<file path="src/rtl/semaforo_param.sv">
// Parametrised two-way traffic-light controller. Road A is main, road B is secondary.
// Phase sequence A_GREEN -> A_YELLOW -> CLR_AB -> B_GREEN -> B_YELLOW -> CLR_BA.
module semaforo_param #(
    parameter int unsigned W          = 8,
    parameter int unsigned T_VERDE    = 4,
    parameter int unsigned T_AMARELO  = 2,
    parameter int unsigned T_VERMELHO = 3,
    parameter int unsigned T_LIMPEZA  = 1,
    parameter int unsigned MODO_BOTAO = 1
) (
    input  logic       clk,
    input  logic       rst,
    input  logic       bt,
    output logic [2:0] A,
    output logic [2:0] B,
    output logic       req_pend,
    output logic [2:0] fase
);

    typedef enum logic [2:0] {
        AGreen  = 3'd0,
        AYellow = 3'd1,
        ClrAb   = 3'd2,
        BGreen  = 3'd3,
        BYellow = 3'd4,
        ClrBa   = 3'd5
    } fase_e;

    localparam logic [2:0] LampRed    = 3'b100;
    localparam logic [2:0] LampYellow = 3'b010;
    localparam logic [2:0] LampGreen  = 3'b001;

    // Terminal counter values: a phase of duration T exits when the counter reaches T-1.
    localparam logic [W-1:0] LastVerde    = W'(T_VERDE - 1);
    localparam logic [W-1:0] LastAmarelo  = W'(T_AMARELO - 1);
    localparam logic [W-1:0] LastVermelho = W'(T_VERMELHO - 1);
    localparam logic [W-1:0] LastLimpeza  = W'(T_LIMPEZA - 1);

    fase_e        fase_q, fase_d;
    logic [W-1:0] cnt_q, cnt_d;
    logic         req_q, req_d;

    always_comb begin
        fase_d = fase_q;
        cnt_d  = cnt_q + 1'b1;
        case (fase_q)
            AGreen: begin
                if (MODO_BOTAO != 0) begin
                    if (cnt_q >= LastVerde && req_q) begin
                        fase_d = AYellow;
                        cnt_d  = '0;
                    end else if (cnt_q >= LastVerde) begin
                        // Hold at the minimum-green point until a request arrives.
                        cnt_d = LastVerde;
                    end
                end else if (cnt_q == LastVerde) begin
                    fase_d = AYellow;
                    cnt_d  = '0;
                end
            end
            AYellow: begin
                if (cnt_q == LastAmarelo) begin
                    fase_d = ClrAb;
                    cnt_d  = '0;
                end
            end
            ClrAb: begin
                if (cnt_q == LastLimpeza) begin
                    fase_d = BGreen;
                    cnt_d  = '0;
                end
            end
            BGreen: begin
                if (cnt_q == LastVermelho) begin
                    fase_d = BYellow;
                    cnt_d  = '0;
                end
            end
            BYellow: begin
                if (cnt_q == LastAmarelo) begin
                    fase_d = ClrBa;
                    cnt_d  = '0;
                end
            end
            ClrBa: begin
                if (cnt_q == LastLimpeza) begin
                    fase_d = AGreen;
                    cnt_d  = '0;
                end
            end
            default: begin
                fase_d = AGreen;
                cnt_d  = '0;
            end
        endcase

        // Entering B green serves the request; the clear beats a simultaneous press.
        req_d = req_q;
        if (fase_d == BGreen && fase_q != BGreen) begin
            req_d = 1'b0;
        end else if (bt && fase_q != BGreen) begin
            req_d = 1'b1;
        end
    end

    always_ff @(posedge clk or posedge rst) begin
        if (rst) begin
            fase_q <= AGreen;
            cnt_q  <= '0;
            req_q  <= 1'b0;
        end else begin
            fase_q <= fase_d;
            cnt_q  <= cnt_d;
            req_q  <= req_d;
        end
    end

    // Lamps depend on the phase register only; unknown codes show red both ways.
    always_comb begin
        A = LampRed;
        B = LampRed;
        case (fase_q)
            AGreen:  A = LampGreen;
            AYellow: A = LampYellow;
            BGreen:  B = LampGreen;
            BYellow: B = LampYellow;
            default: begin
                A = LampRed;
                B = LampRed;
            end
        endcase
    end

    assign fase     = fase_q;
    assign req_pend = req_q;

endmodule

</file>
<file path="config.mk">
export PLATFORM = sky130hd
export DESIGN_NAME = semaforo_param
export DESIGN_NICKNAME = d
export VERILOG_FILES = /design/src/rtl/semaforo_param.sv
export SDC_FILE = /design/constraint.sdc
export NUM_CORES = 1
export LEC_CHECK = 0
export CORE_MARGIN = 2
export CORE_UTILIZATION = 59
export DETAILED_ROUTE_END_ITERATION = 16
export DONT_BUFFER_PORTS = 1
export GPL_TIMING_DRIVEN = 0
export PLACE_DENSITY_LB_ADDON = 0.3
export SLEW_MARGIN = 25
export SYNTH_ARGS = -nofsm -noshare
export SYNTH_HDL_FRONTEND = slang
export SYNTH_SLANG_ARGS = --single-unit
</file>
<file path="constraint.sdc">
create_clock -name clk -period 2.6 [get_ports clk]
set_input_delay 0.52 -clock clk [delete_from_list [all_inputs] [get_ports clk]]
set_output_delay 0.52 -clock clk [all_outputs]
set_load 0.005 [all_outputs]
</file>
==> results of run 1 <==
## worst max-delay path by stage
stage,startpoint,endpoint,cells after the start
2_1_floorplan,cnt_q[7],cnt_q[0],5
3_3_place_gp,cnt_q[7],cnt_q[0],5
3_5_place_dp,cnt_q[2],cnt_q[0],5
4_1_cts,fase[0],B[2],4
5_1_grt,fase[0],B[2],4
6_report,fase[0],B[2],4
## cells in the mapped netlist, drive strengths merged
cell    instances
nand2b          2
dfrtp          12
nand3b          1
nor3b           2
a21oi           2
nand3           7
and3            3
ha              4
mux2i           1
a32oi           1
xor2            5
o21ba           1
nor4            1
nor3            1
a2111o          1
or4             2
clkbuf          1
nand2           3
a211oi          2
nor2           13
or2             1
o21a            1
o21ai           4
nand4           1
nor2b           2
o221ai          1
o22ai           1
inv             6
## where the power goes
| group | switching [mW] | internal [mW] | total [mW] |
|---|---|---|---|
| clock network | 0.0645 | 0.0851 | 0.150 |
| registers | 0.0780 | 0.239 | 0.317 |
| logic | 0.332 | 0.214 | 0.547 |
## state kept, by name (all words and copies together), names as in the netlist
| name | count |
|---|---|
| cnt_q | 8 |
| req_pend | 1 |
| fase | 3 |
## per-layer routing
| metal | global-route usage, % | vias to the layer above | wire length [µm] |
|---|---|---|---|
| met1 | 32.4 | 303 | 678 |
| met4 | 7.76 | 0 | 12 |
| met3 | 5.56 | 2 | 105 |
| met2 | 37.1 | 23 | 691 |
| li1 | - | 297 | - |
| met5 | 0 | - | 0 |
## logic make-up after synthesis
kind of cell | count (synthesis) | share of synthesized area (%)
multiplexers | 1 | 1.30
AO/OA/AOI/OAI | 14 | 14.3
adder cells (fa/ha/maj) | 4 | 6.50
XOR/XNOR | 5 | 5.69
AND/OR/NAND/NOR | 39 | 29.8
buffers and inverters | 7 | 3.41
flip-flops | 12 | 39.0
## worst max-delay path, cell delays in order, from the launching register on
cell	delay, ns
dfrtp_1	0.37
clkbuf_1	0.32
inv_1	0.16
nor2_1	0.26
nor2_1	0.09
## area by class of cell
| class | count | area, µm² | share of cell area [%] |
|---|---|---|---|
| Buffer | 1 | 3.75 | 0.455 |
| Multi-Input combinational cell | 63 | 443 | 53.7 |
| Sequential cell | 12 | 300 | 36.4 |
| Inverter | 6 | 22.5 | 2.73 |
| Tap cell | 15 | 18.8 | 2.28 |
| Clock buffer | 4 | 36.3 | 4.40 |
## through the flow
| stage | instances | hold slack, ns | setup WS (ns) |
|---|---|---|---|
| 6_report | 101 | 0.126 | 0.604 |
| 5_1_grt | 101 | 0.184 | 0.465 |
| 4_1_cts | 101 | 0.149 | 0.617 |
| 3_5_place_dp | 97 | 0.443 | 0.637 |
| 3_3_place_gp | 97 | 0.444 | 0.671 |
| 2_1_floorplan | 82 | 0.385 | 0.813 |
==> results.yml, run 1 <==
status:
  outcome: "complete, no violations"
job:
  maxCapViolCount: 0
placement:
  placed_area_um2: 788
  portBuffers: 0
  place.gp.congestion: 0.849
  place_hpwl_um: 1100
yosys:
  synthTopCellsByArea: "dfrtp_1 (39%), ha_1 (6.5%), nor2_1 (5.9%)"
  yosys.area.top_type_share_pct: 39.0
  syn_inst: 82
  synth_top_cell_by_area: "dfrtp_1"
  syn-cell-area_um2: 769
  synth.avg_cell_area_um2: 9.38
  ys_warn_count: 0
  ys_seq_area_share_pct: 39.0
  ys_types: 33
  synth-seq-cells: 12
  syn-num-nets: 89
timing:
  maxSlewViolCount: 0
  fin_skew_ns: 0.0117
  setup_viol: 0
  period_share_pct: 76.8
  slew_headroom_pct: 70.0
  fin_crit_ns: 2.00
  fmax_ghz: 0.501
  timing.final.hold_violations: 0
  grt_setup_unrepaired: "no"
  finalSetupTns_ns: 0
  worst_pin_slew_ns: 0.446
route:
  avgRoutedWirePerCell_um: 14.7
  drt_first_iter_violations: 26
  ant_nets: 0
  drt-total-wl_um: 1490
  via_per_inst: 6.19
  drcViolationCount: 0
  vias: 625
  dr.pass1.iters: 4
worst_setup_path:
  worstPathArrival_ns: 1.48
  worstReg2RegEnd: "cnt_q[3]"
  rrSetupSlack_ns: 0.65
  worstSetupEndpointType: "primary output"
  path_max_fanout: 9
  required_ns: 2.08
  path_class: "flop to primary output"
  reg2reg_from: "cnt_q[7]"
  reg2reg_depth: 5
  critPathLaunchType: "flop"
finish:
  drive_above_1_share_pct: 14.0
  design_area_um2: 825
  diodes: 0
  nets: 94
  layout_common_cells: "nor2_1 (12), dfrtp_1 (12), nand3_1 (7), inv_1 (6), xor2_1 (5)"
  fillers: 103
  fin_util_pct: 65.8
  area_growth_pct: 7.15
clock_network:
  postCtsSetupRepairBufs: 0
  htreeDepth: 1
  cts_tree: "done"
  clockRootBuffer: "clkbuf_4"
  cts_resized: 0
  path_clk_slew_ns: 0.09
  cts_buffer_depth: 2
  cts-hold-fix-buffers: 0
  cts_made_buffers: 3
  clk_latency_ns: 0.27
  numClockSinks: 12
pwr:
  p_per_area_nw_per_um2: 1230
  power_leakage_nw: 0.382
  power.total_mw: 1.01
  max-vdd-ir-drop_v: 0.000700
grt:
  grt_pass1_vias: 567
  grt_max_degree: 13
  grt-ovfl-total: 0
  grt_pass1_wl_um: 2500
  track_usage_pct: 23.9
  antenna_found_initial: 0
floorplanning:
  dieArea_um2: 1610
  core-area_um2: 1250
  ios: 13
  die_h_um: 40.1
  start_util_pct: 61.4
  fp-row-count: 13
  die_w_um: 40.1
worst_hold_path:
  min-delay-path-class: "primary input to asynchronous set/reset pin"
Note: power is estimated with default switching activity, not from simulation.
==> inputs of run 2 (changes only) <==
--- a/config.mk
+++ b/config.mk
@@ -6,7 +6,7 @@
 export NUM_CORES = 1
 export LEC_CHECK = 0
 export CORE_MARGIN = 2
-export CORE_UTILIZATION = 59
+export CORE_UTILIZATION = 53
 export DETAILED_ROUTE_END_ITERATION = 16
 export DONT_BUFFER_PORTS = 1
 export GPL_TIMING_DRIVEN = 0
==> constraint.sdc (replaced) <==
create_clock -name clk -period 1.7 [get_ports clk]
set_input_delay 0.34 -clock clk [delete_from_list [all_inputs] [get_ports clk]]
set_output_delay 0.34 -clock clk [all_outputs]
set_load 0.005 [all_outputs]
==> run 2 against run 1 <==
  * The flow now finishes with violations (negative setup slack)
  * Register-to-register slack lost 0.76 ns
  * Setup slack lost 0.71 ns
  * Non-clock buffer count increased by 12
  * Total power grew 92%
  * First-iteration DRC count rose by 7.7%
  * Via count grew 12%
  * Clock power increased by 16%
  * Hold slack better by 0.23 ns
  * Combinational power increased by 140%
  * Cell area is 20% higher
  * Cell count increased by 11%
  * Sequential share of layout area shrank 5.6 points
  * Critical path type is now flop to flop
  * Highest routed layer unchanged
==> results.yml, run 2 (synthesis results as in run 1) <==
status:
  outcome: "finished with violations"
  violations: "negative setup slack"
grt:
  track_usage_pct: 20.5
  antenna_found_initial: 0
  grt_max_degree: 13
  grt-ovfl-total: 0
  busiest_layer: "met2"
  grt_pass1_wl_um: 2720
  grt_use_met2_pct: 31.6
  met1_usage_pct: 26.9
  grt_use_met3_pct: 5.60
  grt_pass1_vias: 602
clock_network:
  cts_buffer_depth: 2
  cts_made_buffers: 3
  cts_tree: "done"
  path_clk_slew_ns: 0.07
  numClockSinks: 12
  clk_latency_ns: 0.28
  htreeDepth: 1
  clockRootBuffer: "clkbuf_4"
worst_hold_path:
  min-delay-path-class: "primary input to flop"
  hold_end: "req_pend"
  worstHoldPathCells: 2
  min_from: "bt"
timing:
  fin_skew_ns: 0.00861
  fin_crit_ns: 1.81
  setup_viol: 9
  maxSlewViolCount: 0
  grt_setup_unrepaired: "yes"
  worst_pin_slew_ns: 0.433
  slew_headroom_pct: 70.9
  fmax_ghz: 0.553
  worst_hold_slack_ns: 0.356
  timing.final.hold_violations: 0
  finalWorstSetupSlack_ns: -0.108
  period_share_pct: 106
  finalSetupTns_ns: -0.686
route:
  drt_first_iter_violations: 28
  dr.pass1.iters: 4
  drt-total-wl_um: 1910
  vias: 702
  via_per_inst: 6.27
  drcViolationCount: 0
  avgRoutedWirePerCell_um: 17.0
  ant_nets: 0
finish:
  largest_reg_flops: 8
  nets: 106
  diodes: 0
  layout_common_cells: "dfrtp_1 (9), nor2_1 (7), nand3_1 (7), buf_4 (7), xor2_1 (5)"
  final_common_cell: "dfrtp_1"
  area_growth_pct: 28.3
  regMostFlops: "cnt_q"
  instances_no_fill: 112
  drive_above_1_share_pct: 40.2
job:
  maxCapViolCount: 0
worst_setup_path:
  slowest_delay_ns: 0.56
  crit_buf_inv: 1
  crit_path_cell_trace: "or4_4 -> nor3_4 -> buf_6 -> a21oi_1 -> o21ai_1 -> nand4_1"
  worstReg2RegEnd: "fase[0]"
  reg2reg_depth: 6
  slowest_stage: "or4_4"
  critPathLaunchType: "flop"
  path_max_fanout: 7
  rrSetupSlack_ns: -0.11
  reg2reg_from: "cnt_q[7]"
  cpLargestDelayFamily: "simple AND/OR/NAND/NOR gates"
  path_class: "flop to flop"
  worstPathArrival_ns: 1.95
  required_ns: 1.84
  worstSetupEndpointType: "flop"
floorplanning:
  start_util_pct: 57.7
  die_h_um: 42.1
  ios: 13
  die_w_um: 42.1
  core-area_um2: 1330
  dieArea_um2: 1770
  fp-row-count: 13
pwr:
  power_leakage_nw: 0.452
  p_per_area_nw_per_um2: 1970
  max-vdd-ir-drop_v: 0.000891
  power.total_mw: 1.95
placement:
  dp_cells: 97
  place_hpwl_um: 1100
  portBuffers: 0
  place.gp.congestion: 0.828
run 2: how the worst max path moves through the flow:
stage,end,startpoint,slack (ns),cells past startpoint
floorplan,cnt_q[0],cnt_q[7],-0.08,5
global placement,cnt_q[1],cnt_q[7],-0.25,5
detailed placement,cnt_q[1],cnt_q[2],-0.28,5
CTS,fase[0],cnt_q[7],-0.05,6
global route,fase[0],cnt_q[6],-0.20,6
finish,fase[0],cnt_q[7],-0.11,6
run 2: final cells by class:
type | instances | area, µm²
multi-input cells | 63 | 509
fillers | 91 | 347
flip-flops and latches | 12 | 304
clock buffers | 3 | 22.5
well taps | 15 | 18.8
inverters | 6 | 22.5
plain buffers | 1 | 7.51
repair buffers | 12 | 103
run 2: timing repair:
action,in CTS,in global routing
buffers inserted,7,4
hold endpoints to repair,12,0
pin swaps,3,10
resized for setup,6,22
hold buffers,1,0
setup endpoints to repair,14,13
gates cloned,0,0
run 2: metal layers:
metal	part of all wire [%]	up-vias
met4	3.4	0
met1	41	348
met5	0	-
met3	6.2	7
li1	-	320
met2	49	27
run 2: power by group:
part	switching, mW	internal (mW)	total [mW]
clock	0.0916	0.0821	0.174
combinational	0.731	0.565	1.30
sequential	0.105	0.373	0.478
run 2: metrics by stage:
step	cell area, µm²	worst slack [ns]	util, %
global route	987	-0.197	74.0
CTS	891	-0.0532	66.8
global placement	788	-0.249	59.1
detailed placement	788	-0.278	59.1
floorplan	769	-0.0835	-
finish	987	-0.108	74.0
